File: src/rtl/mac_sequencer_if.sv
// Handshake and data bundle for the multi-cycle multiply-accumulate sequencer.
// The master side issues operations; the slave side (the sequencer) reports
// status and results.
interface mac_sequencer_if #(
  parameter int XLEN = 32
);
  logic            start;
  logic            flush;
  logic [XLEN-1:0] op_a;
  logic [XLEN-1:0] op_b;
  logic [XLEN-1:0] acc_in;
  logic [5:0]      shamt;
  logic            ready;
  logic            busy;
  logic            done;
  logic [XLEN-1:0] result;
  logic            ovf;

  modport master (
    output start, flush, op_a, op_b, acc_in, shamt,
    input  ready, busy, done, result, ovf
  );

  modport slave (
    input  start, flush, op_a, op_b, acc_in, shamt,
    output ready, busy, done, result, ovf
  );
endinterface

File: src/rtl/mac_sequencer.sv
// Sequential shift-add multiplier followed by a shifted accumulate:
//   result = acc_in + low XLEN bits of ((op_a * op_b) >> shamt)
// One multiplier bit is consumed per cycle, LSB first.
// Optional build macro MAC_EARLY_TERM_EN: leave the multiply phase as soon
// as the remaining multiplier bits are all zero instead of always running
// the full XLEN steps.
module mac_sequencer #(
  parameter int XLEN = 32
) (
  input  logic           clk,
  input  logic           rst_n,
  mac_sequencer_if.slave bus
);
  localparam int PW = 2 * XLEN;
  localparam int CW = $clog2(XLEN);
  localparam logic [CW-1:0] LAST_STEP = CW'(XLEN - 1);

  typedef enum logic [1:0] {IDLE, MULT, ACC, DONE} state_t;

  state_t          state, state_next;
  logic [PW-1:0]   mcand;      // multiplicand, shifted left each step
  logic [PW-1:0]   product;
  logic [XLEN-1:0] mplier;     // multiplier, shifted right each step
  logic [XLEN-1:0] addend;
  logic [5:0]      shift;
  logic [CW-1:0]   count;
  logic [XLEN-1:0] result;
  logic            ovf;

  logic            accept;
  logic            mult_last;
  logic [XLEN-1:0] shifted_low;
  logic [XLEN:0]   sum;

  assign accept = (state == IDLE) && bus.start && !bus.flush;

`ifdef MAC_EARLY_TERM_EN
  // Exit once no set multiplier bits remain beyond the one handled this cycle.
  assign mult_last = (count == LAST_STEP) || (mplier[XLEN-1:1] == '0);
`else
  assign mult_last = (count == LAST_STEP);
`endif

  // Logical right shift of the full product, then carry-producing add.
  assign shifted_low = XLEN'(product >> shift);
  assign sum         = {1'b0, addend} + {1'b0, shifted_low};

  // State register.
  always_ff @(posedge clk or negedge rst_n) begin
    if (!rst_n) state <= IDLE;
    else        state <= state_next;
  end

  // Next-state logic and status decode; flush overrides every transition.
  always_comb begin
    state_next = state;
    bus.ready  = 1'b0;
    bus.busy   = 1'b0;
    bus.done   = 1'b0;
    case (state)
      IDLE: begin
        bus.ready = 1'b1;
        if (bus.start) state_next = MULT;
      end
      MULT: begin
        bus.busy = 1'b1;
        if (mult_last) state_next = ACC;
      end
      ACC: begin
        bus.busy   = 1'b1;
        state_next = DONE;
      end
      DONE: begin
        bus.done   = 1'b1;
        state_next = IDLE;
      end
      default: state_next = IDLE;
    endcase
    if (bus.flush) state_next = IDLE;
  end

  // Operand capture, shift-add datapath and result registers.
  always_ff @(posedge clk or negedge rst_n) begin
    if (!rst_n) begin
      mcand   <= '0;
      product <= '0;
      mplier  <= '0;
      addend  <= '0;
      shift   <= '0;
      count   <= '0;
      result  <= '0;
      ovf     <= 1'b0;
    end else begin
      case (state)
        IDLE: begin
          if (accept) begin
            mcand   <= PW'(bus.op_a);
            mplier  <= bus.op_b;
            addend  <= bus.acc_in;
            shift   <= bus.shamt;
            product <= '0;
            count   <= '0;
          end
        end
        MULT: begin
          if (!bus.flush) begin
            if (mplier[0]) product <= product + mcand;
            mcand  <= mcand << 1;
            mplier <= mplier >> 1;
            count  <= count + 1'b1;
          end
        end
        ACC: begin
          // Result only updates on a completed operation; a flush keeps the old one.
          if (!bus.flush) begin
            result <= sum[XLEN-1:0];
            ovf    <= sum[XLEN];
          end
        end
        default: ;
      endcase
    end
  end

  assign bus.result = result;
  assign bus.ovf    = ovf;
endmodule

File: src/flat_wrapper.sv
// flat-port wrapper written by rule: the top's interface ports become plain ports
module mac_sequencer_flat 
#(
  parameter int XLEN = 32
)
  (clk, rst_n, bus_start, bus_flush, bus_op_a, bus_op_b, bus_acc_in, bus_shamt, bus_ready, bus_busy, bus_done, bus_result, bus_ovf);
  mac_sequencer_if #(.XLEN(XLEN)) bus_i ();
  input  logic clk;
  input  logic rst_n;
  input wire logic [$bits(bus_i.start)-1:0] bus_start;
  input wire logic [$bits(bus_i.flush)-1:0] bus_flush;
  input wire logic [$bits(bus_i.op_a)-1:0] bus_op_a;
  input wire logic [$bits(bus_i.op_b)-1:0] bus_op_b;
  input wire logic [$bits(bus_i.acc_in)-1:0] bus_acc_in;
  input wire logic [$bits(bus_i.shamt)-1:0] bus_shamt;
  output wire logic [$bits(bus_i.ready)-1:0] bus_ready;
  output wire logic [$bits(bus_i.busy)-1:0] bus_busy;
  output wire logic [$bits(bus_i.done)-1:0] bus_done;
  output wire logic [$bits(bus_i.result)-1:0] bus_result;
  output wire logic [$bits(bus_i.ovf)-1:0] bus_ovf;
  assign bus_i.start = bus_start;
  assign bus_i.flush = bus_flush;
  assign bus_i.op_a = bus_op_a;
  assign bus_i.op_b = bus_op_b;
  assign bus_i.acc_in = bus_acc_in;
  assign bus_i.shamt = bus_shamt;
  assign bus_ready = bus_i.ready;
  assign bus_busy = bus_i.busy;
  assign bus_done = bus_i.done;
  assign bus_result = bus_i.result;
  assign bus_ovf = bus_i.ovf;
  mac_sequencer #(.XLEN(XLEN)) u_core (.clk(clk), .rst_n(rst_n), .bus(bus_i));
endmodule
File: config.mk
export PLATFORM = sky130hd
export DESIGN_NAME = mac_sequencer_flat
export DESIGN_NICKNAME = d
export VERILOG_FILES = /design/src/rtl/mac_sequencer_if.sv /design/src/rtl/mac_sequencer.sv /design/src/flat_wrapper.sv
export SDC_FILE = /design/constraint.sdc
export NUM_CORES = 1
export LEC_CHECK = 0
export BUFFER_PORTS_ARGS = -buffer_cell sky130_fd_sc_hd__buf_2
export CAP_MARGIN = 20
export CORE_MARGIN = 5
export CORE_UTILIZATION = 30
export DETAILED_ROUTE_END_ITERATION = 6
export SYNTH_ARGS = -nofsm -noshare
export SYNTH_HDL_FRONTEND = slang
export SYNTH_SLANG_ARGS = --single-unit
File: constraint.sdc
create_clock -name clk -period 10.3 [get_ports clk]
set_input_delay 0 -clock clk [delete_from_list [all_inputs] [get_ports clk]]
set_output_delay 0 -clock clk [all_outputs]
set_load 0.005 [all_outputs]
### After elaboration in Yosys (flattened, before gate mapping)

Index checks and enable logic that the tools add are counted.

* add/subtract/negate cells: 3
* equal/unequal tests: 9
* shift-type cells: 1
* multiplexer cells: 20
* bitwise gates (word level): 1
* reduce and logical (&&, ||, !) cells: 11

Operators by type and width (count)
* $mux W64: 5
* $pmux W64 S2: 2
* $add A64 B64 Y64: 1
* $mux W32: 2
* $pmux W32 S2: 1
* $shr A64 B6 Y32: 1
* $add A32 B32 Y33: 1
* $mux W5: 2
* $pmux W5 S2: 1
* $pmux W2 S4: 1
* $mux W2: 3
* $reduce_and A2 Y1: 3
* $add A5 B1 Y5 const B: 1
* $eq A5 B5 Y1 const B: 1
* $eq A2 B2 Y1 const B: 2
* $ne A2 B1 Y1 const B: 2
* $reduce_and A4 Y1: 1
* $mux W1: 3
* $ne A3 B2 Y1 const B: 1
* $ne A3 B3 Y1 const B: 1
* $reduce_and A3 Y1: 1
* $eq A2 B1 Y1 const B: 1
* $logic_and A1 B1 Y1: 2
* $logic_not A2 Y1: 1
* 5 further kinds: 5

* register bits after elaboration: 238
* input bits: 106
* output and inout port bits: 36
* word-level logic and storage cells: 54

### Longest topological paths before layout

* depth in word-level cells: 5
* depth in mapped cells: 24
* gate-level depth less buffers: 21

### Worst setup path before layout

OpenSTA, ideal clock, no wires.

* path type: reg2reg
* from: reg u_core.shift[0]
* to: reg u_core.ovf, in the netlist u_core.bus.ovf
* arrival: 4.854 ns
* data required time: 10.163 ns
* path slack: 5.309 ns
* cell stages (with the launch flop): 23
* clock period less this slack: 4.991 ns
* cell sequence: dfrtp_1 buf_2 buf_1 mux4_2 nand2_1 nand2_1 mux2i_1 nor2_1 a21oi_1 o21ai_0 ha_1 fa_1 a21oi_1 o21ai_1 a21oi_1 o21bai_1 a32oi_1 a21oi_1 a41o_1 a221oi_2 o21ai_1 a2111oi_0 nor3_1

* cells in the longest elaborated chain, start to end: 2

Ends and longest elaborated chain
* start: declaration: RTL line mac_sequencer.sv:25 `logic [5:0] shift;`
* start signal: assignment: RTL line mac_sequencer.sv:100 `shift <= bus.shamt;`
* $shr A64 B6 Y32: RTL line mac_sequencer.sv:45 `assign shifted_low = XLEN'(product >> shift);`
* $add A32 B32 Y33: RTL line mac_sequencer.sv:46 `assign sum = {1'b0, addend} + {1'b0, shifted_low};`
* end signal: assignment: RTL line mac_sequencer.sv:117 `ovf <= sum[XLEN];`
* end: declaration: RTL line mac_sequencer.sv:28 `logic ovf;`

Every way passes these cells.
A chain may end at the register's enable or synchronous reset.

### Worst setup path in the final report

Ends and elaborated chain as after synthesis.

==> flow_summary.json <==
{
  "drv_slew": 0,
  "r2r_end": "u_core.bus.ovf$_DFFE_PN0P_",
  "synth_xor_xnor_area_share_pct": 4.611,
  "vias": 15380,
  "clock_latency_ns": 0.59,
  "grt_usage_pct": 15.67,
  "yosysMostFrequentCell": "nand2_1",
  "async_flop_share_pct": 100.0,
  "dp_slack_ns": 4.506,
  "synth_seq_cells": 238,
  "grt_pass1_vias": 15020,
  "initial_core_util_pct": 30.10,
  "drcViolationCount": 0,
  "cts.clk_slew.worst_paths_ns": 0.06,
  "syn-num-nets": 2182,
  "crit-reg2reg-launch": "u_core.shift[0]$_DFFE_PN0P_",
  "synth_area_sq_um": 17660,
  "max-vdd-ir-drop_v": 0.0002029,
  "r2r_setup_slack_ns": 4.39,
  "cts_root_buf": "clkbuf_16",
  "ant_nets": 0,
  "drt_iter0_drc": 892,
  "nets": 2332,
  "status": "completed",
  "start_kind": "flop",
  "first_pass_iters": 5,
  "cp-end-kind": "flop",
  "synth_cell_types": 75,
  "overflow": 0,
  "diodes": 0,
  "worstSetupPathType": "reg2reg",
  "power_density_nw_per_um2": 300.5,
  "fillers": 5918,
  "finalCritPeriodShare_pct": 57.36,
  "syn-instance-count": 1973,
  "final_core_util_pct": 35.70,
  "slew_headroom_pct": 40.26,
  "ios": 142,
  "grt_pass1_wl_mm": 82.66,
  "cts.sinks": 238,
  "yosys-top-cells-count": "nand2_1 (343), dfrtp_1 (238), o21ai_0 (171)",
  "arrival_ns": 6.34,
  "final.setup.tns_ns": 0,
  "cts_resized": 0,
  "synth_top_family_by_area": "compound AO/OA/AOI/OAI gates",
  "synth_warnings": 0,
  "layout_setup_ws_ns": 4.392,
  "netlist.area_leader.share_pct": 33.72,
  "layout-drive-gt1-share_pct": 15.41,
  "synth-compound-area-share_pct": 21.99,
  "io_buffer_count": 141,
  "htree_levels": 1,
  "rsz0062_at_grt": "false",
  "grt_max_degree": 137,
  "ys_seq_area_share_pct": 33.72,
  "finalSetupViolations": 0,
  "fmax_mhz": 169.3,
  "crit_path_start": "u_core.shift[0]$_DFFE_PN0P_",
  "hold_path_class": "in2async",
  "p_leak_uw": 0.009961,
  "synth_area_per_cell_sq_um": 8.952,
  "clk_path_buf_depth": 3,
  "tightest_slew_ns": 0.8961,
  "die_h_um": 252.6,
  "die_area_sq_um": 63830,
  "place.gp.congestion": 0.8922,
  "coreArea_sq_um": 58690,
  "synth.area.top_cells": "dfrtp_1 (34%), nand2_1 (7.3%), ha_1 (7.2%)",
  "antenna_found_initial": 0,
  "area_growth_pct": 18.60,
  "cts_made_buffers": 28,
  "synthMuxAreaShare_pct": 14.08,
  "finalHoldViolations": 0,
  "synth_ff_type": "dfrtp_1",
  "wire_per_inst_um": 17.77,
  "max_cap_violations": 0,
  "rows": 89,
  "die_w_um": 252.6,
  "cp_data_required_time_ns": 10.73,
  "finalCriticalPeriod_ns": 5.908,
  "drt-total-wl_mm": 51.80,
  "path_max_fanout": 64,
  "synthAdderAreaFrac_pct": 7.381,
  "cts_tree": "done",
  "yosysTopAreaCell": "dfrtp_1",
  "hpwlAfterDp_mm": 38.22,
  "synth_edf_count": 0,
  "endpoint": "u_core.bus.ovf$_DFFE_PN0P_",
  "worst_clock_skew_ns": 0.02259,
  "rr_worst_depth": 19,
  "vias_per_cell": 5.277,
  "synthSimpleGateAreaFrac_pct": 14.49
}
worst min path at each step:
stage / endpoint / cells after the start / slack (ns) / from
after detailed placement: u_core.bus.result[26]$_DFFE_PN0P_ / 1 / 0.11 / rst_n
after floorplan: u_core.addend[0]$_DFFE_PN0P_ / 0 / -0.30 / rst_n
after global placement: u_core.addend[29]$_DFFE_PN0P_ / 1 / 0.10 / rst_n
after global routing: u_core.bus.result[26]$_DFFE_PN0P_ / 2 / 0.15 / rst_n
after CTS: u_core.mcand[8]$_DFFE_PN0P_ / 2 / 0.09 / rst_n
final: u_core.bus.result[26]$_DFFE_PN0P_ / 2 / 0.06 / rst_n
power breakdown:
part	total (uW)	leakage [uW]	switching (uW)	internal [uW]
registers	1560	0.00310	308	1260
logic	3730	0.00641	2200	1530
clock network	1000	0.000453	419	582
kinds of logic after synthesis:
family	count (synthesis)
and+or+nand+nor	590
buffers and inverters	168
xor gates and xnor gates	93
adders and majority gates	103
AOI/OAI and AO/OA	592
DFF	238
muxes	189
flip-flops by register name (all words and copies together), names as in the netlist:
register and cells:
u_core.state 2, u_core.product 64, u_core.bus.ovf 1, u_core.mplier 32, u_core.shift 6, u_core.count 5
u_core.bus.result 32, u_core.addend 32, u_core.mcand 64
cells in the final DEF (no fill, tap or decap), types with 16 or more instances in the layout:
master,count
xnor2_1,54
a22o_1,64
mux2i_1,101
nand4_1,20
o21bai_1,19
a211oi_1,17
ha_1,100
clkbuf_16,28
a31oi_1,20
buf_2,140
dlygate4sd3_1,106
nor2b_1,19
mux4_2,43
dfrtp_1,236
inv_1,22
buf_4,16
a21o_1,71
mux2_2,45
nand3_1,60
a21oi_1,115
nor2_1,81
nand2_1,343
o21ai_0,171
xor2_1,39
metrics by stage:
step           hold slack (ns)  cells  cell area, sq um  power [uW]
2_1_floorplan          -0.2956   1973             17660        4287
6_report               0.06391   2915             20950        6295
5_1_grt                 0.1511   2915             20950        6807
3_3_place_gp            0.1030   2760             18960        5185
3_5_place_dp            0.1108   2760             18960        5247
4_1_cts                0.09206   2915             20950        6311
critical path, stage by stage (launching register included):
cell and delay (ns):
dfrtp_2 0.35, buf_4 0.69, inv_1 0.58, o21ai_0 0.48
nor2_1 0.09, o311a_1 0.34, nor3_1 0.14, a21oi_1 0.11
fa_1 0.47, a21oi_1 0.23, o21ai_1 0.09, a21oi_1 0.26
o21bai_1 0.13, a32oi_1 0.26, a21oi_1 0.20, a41o_1 0.33
a221oi_2 0.30, o21ai_1 0.14, a2111oi_0 0.45, nor3_1 0.12
layer usage:
metal	share of wire [%]	track usage, %
met1	47	21.96
met2	45	25.41
met3	5.5	2.346
met4	3.0	4.156
met5	0	0
cell type report:
class	count	area, sq um	area share, %
sequential	238	5958	28.44
inverter	24	90.09	0.4300
clock inverter	9	103.9	0.4957
timing repair buffer	264	1917	9.150
multi-input combinational	1567	11090	52.92
clock buffer	40	825.8	3.942
tap	773	967.2	4.617
timing repair:
item,4_1_cts,5_1_grt
endpoints found under the hold margin,206,0
setup buffers,0,0
hold buffers,106,0
Power figures use the tool's default switching activity.
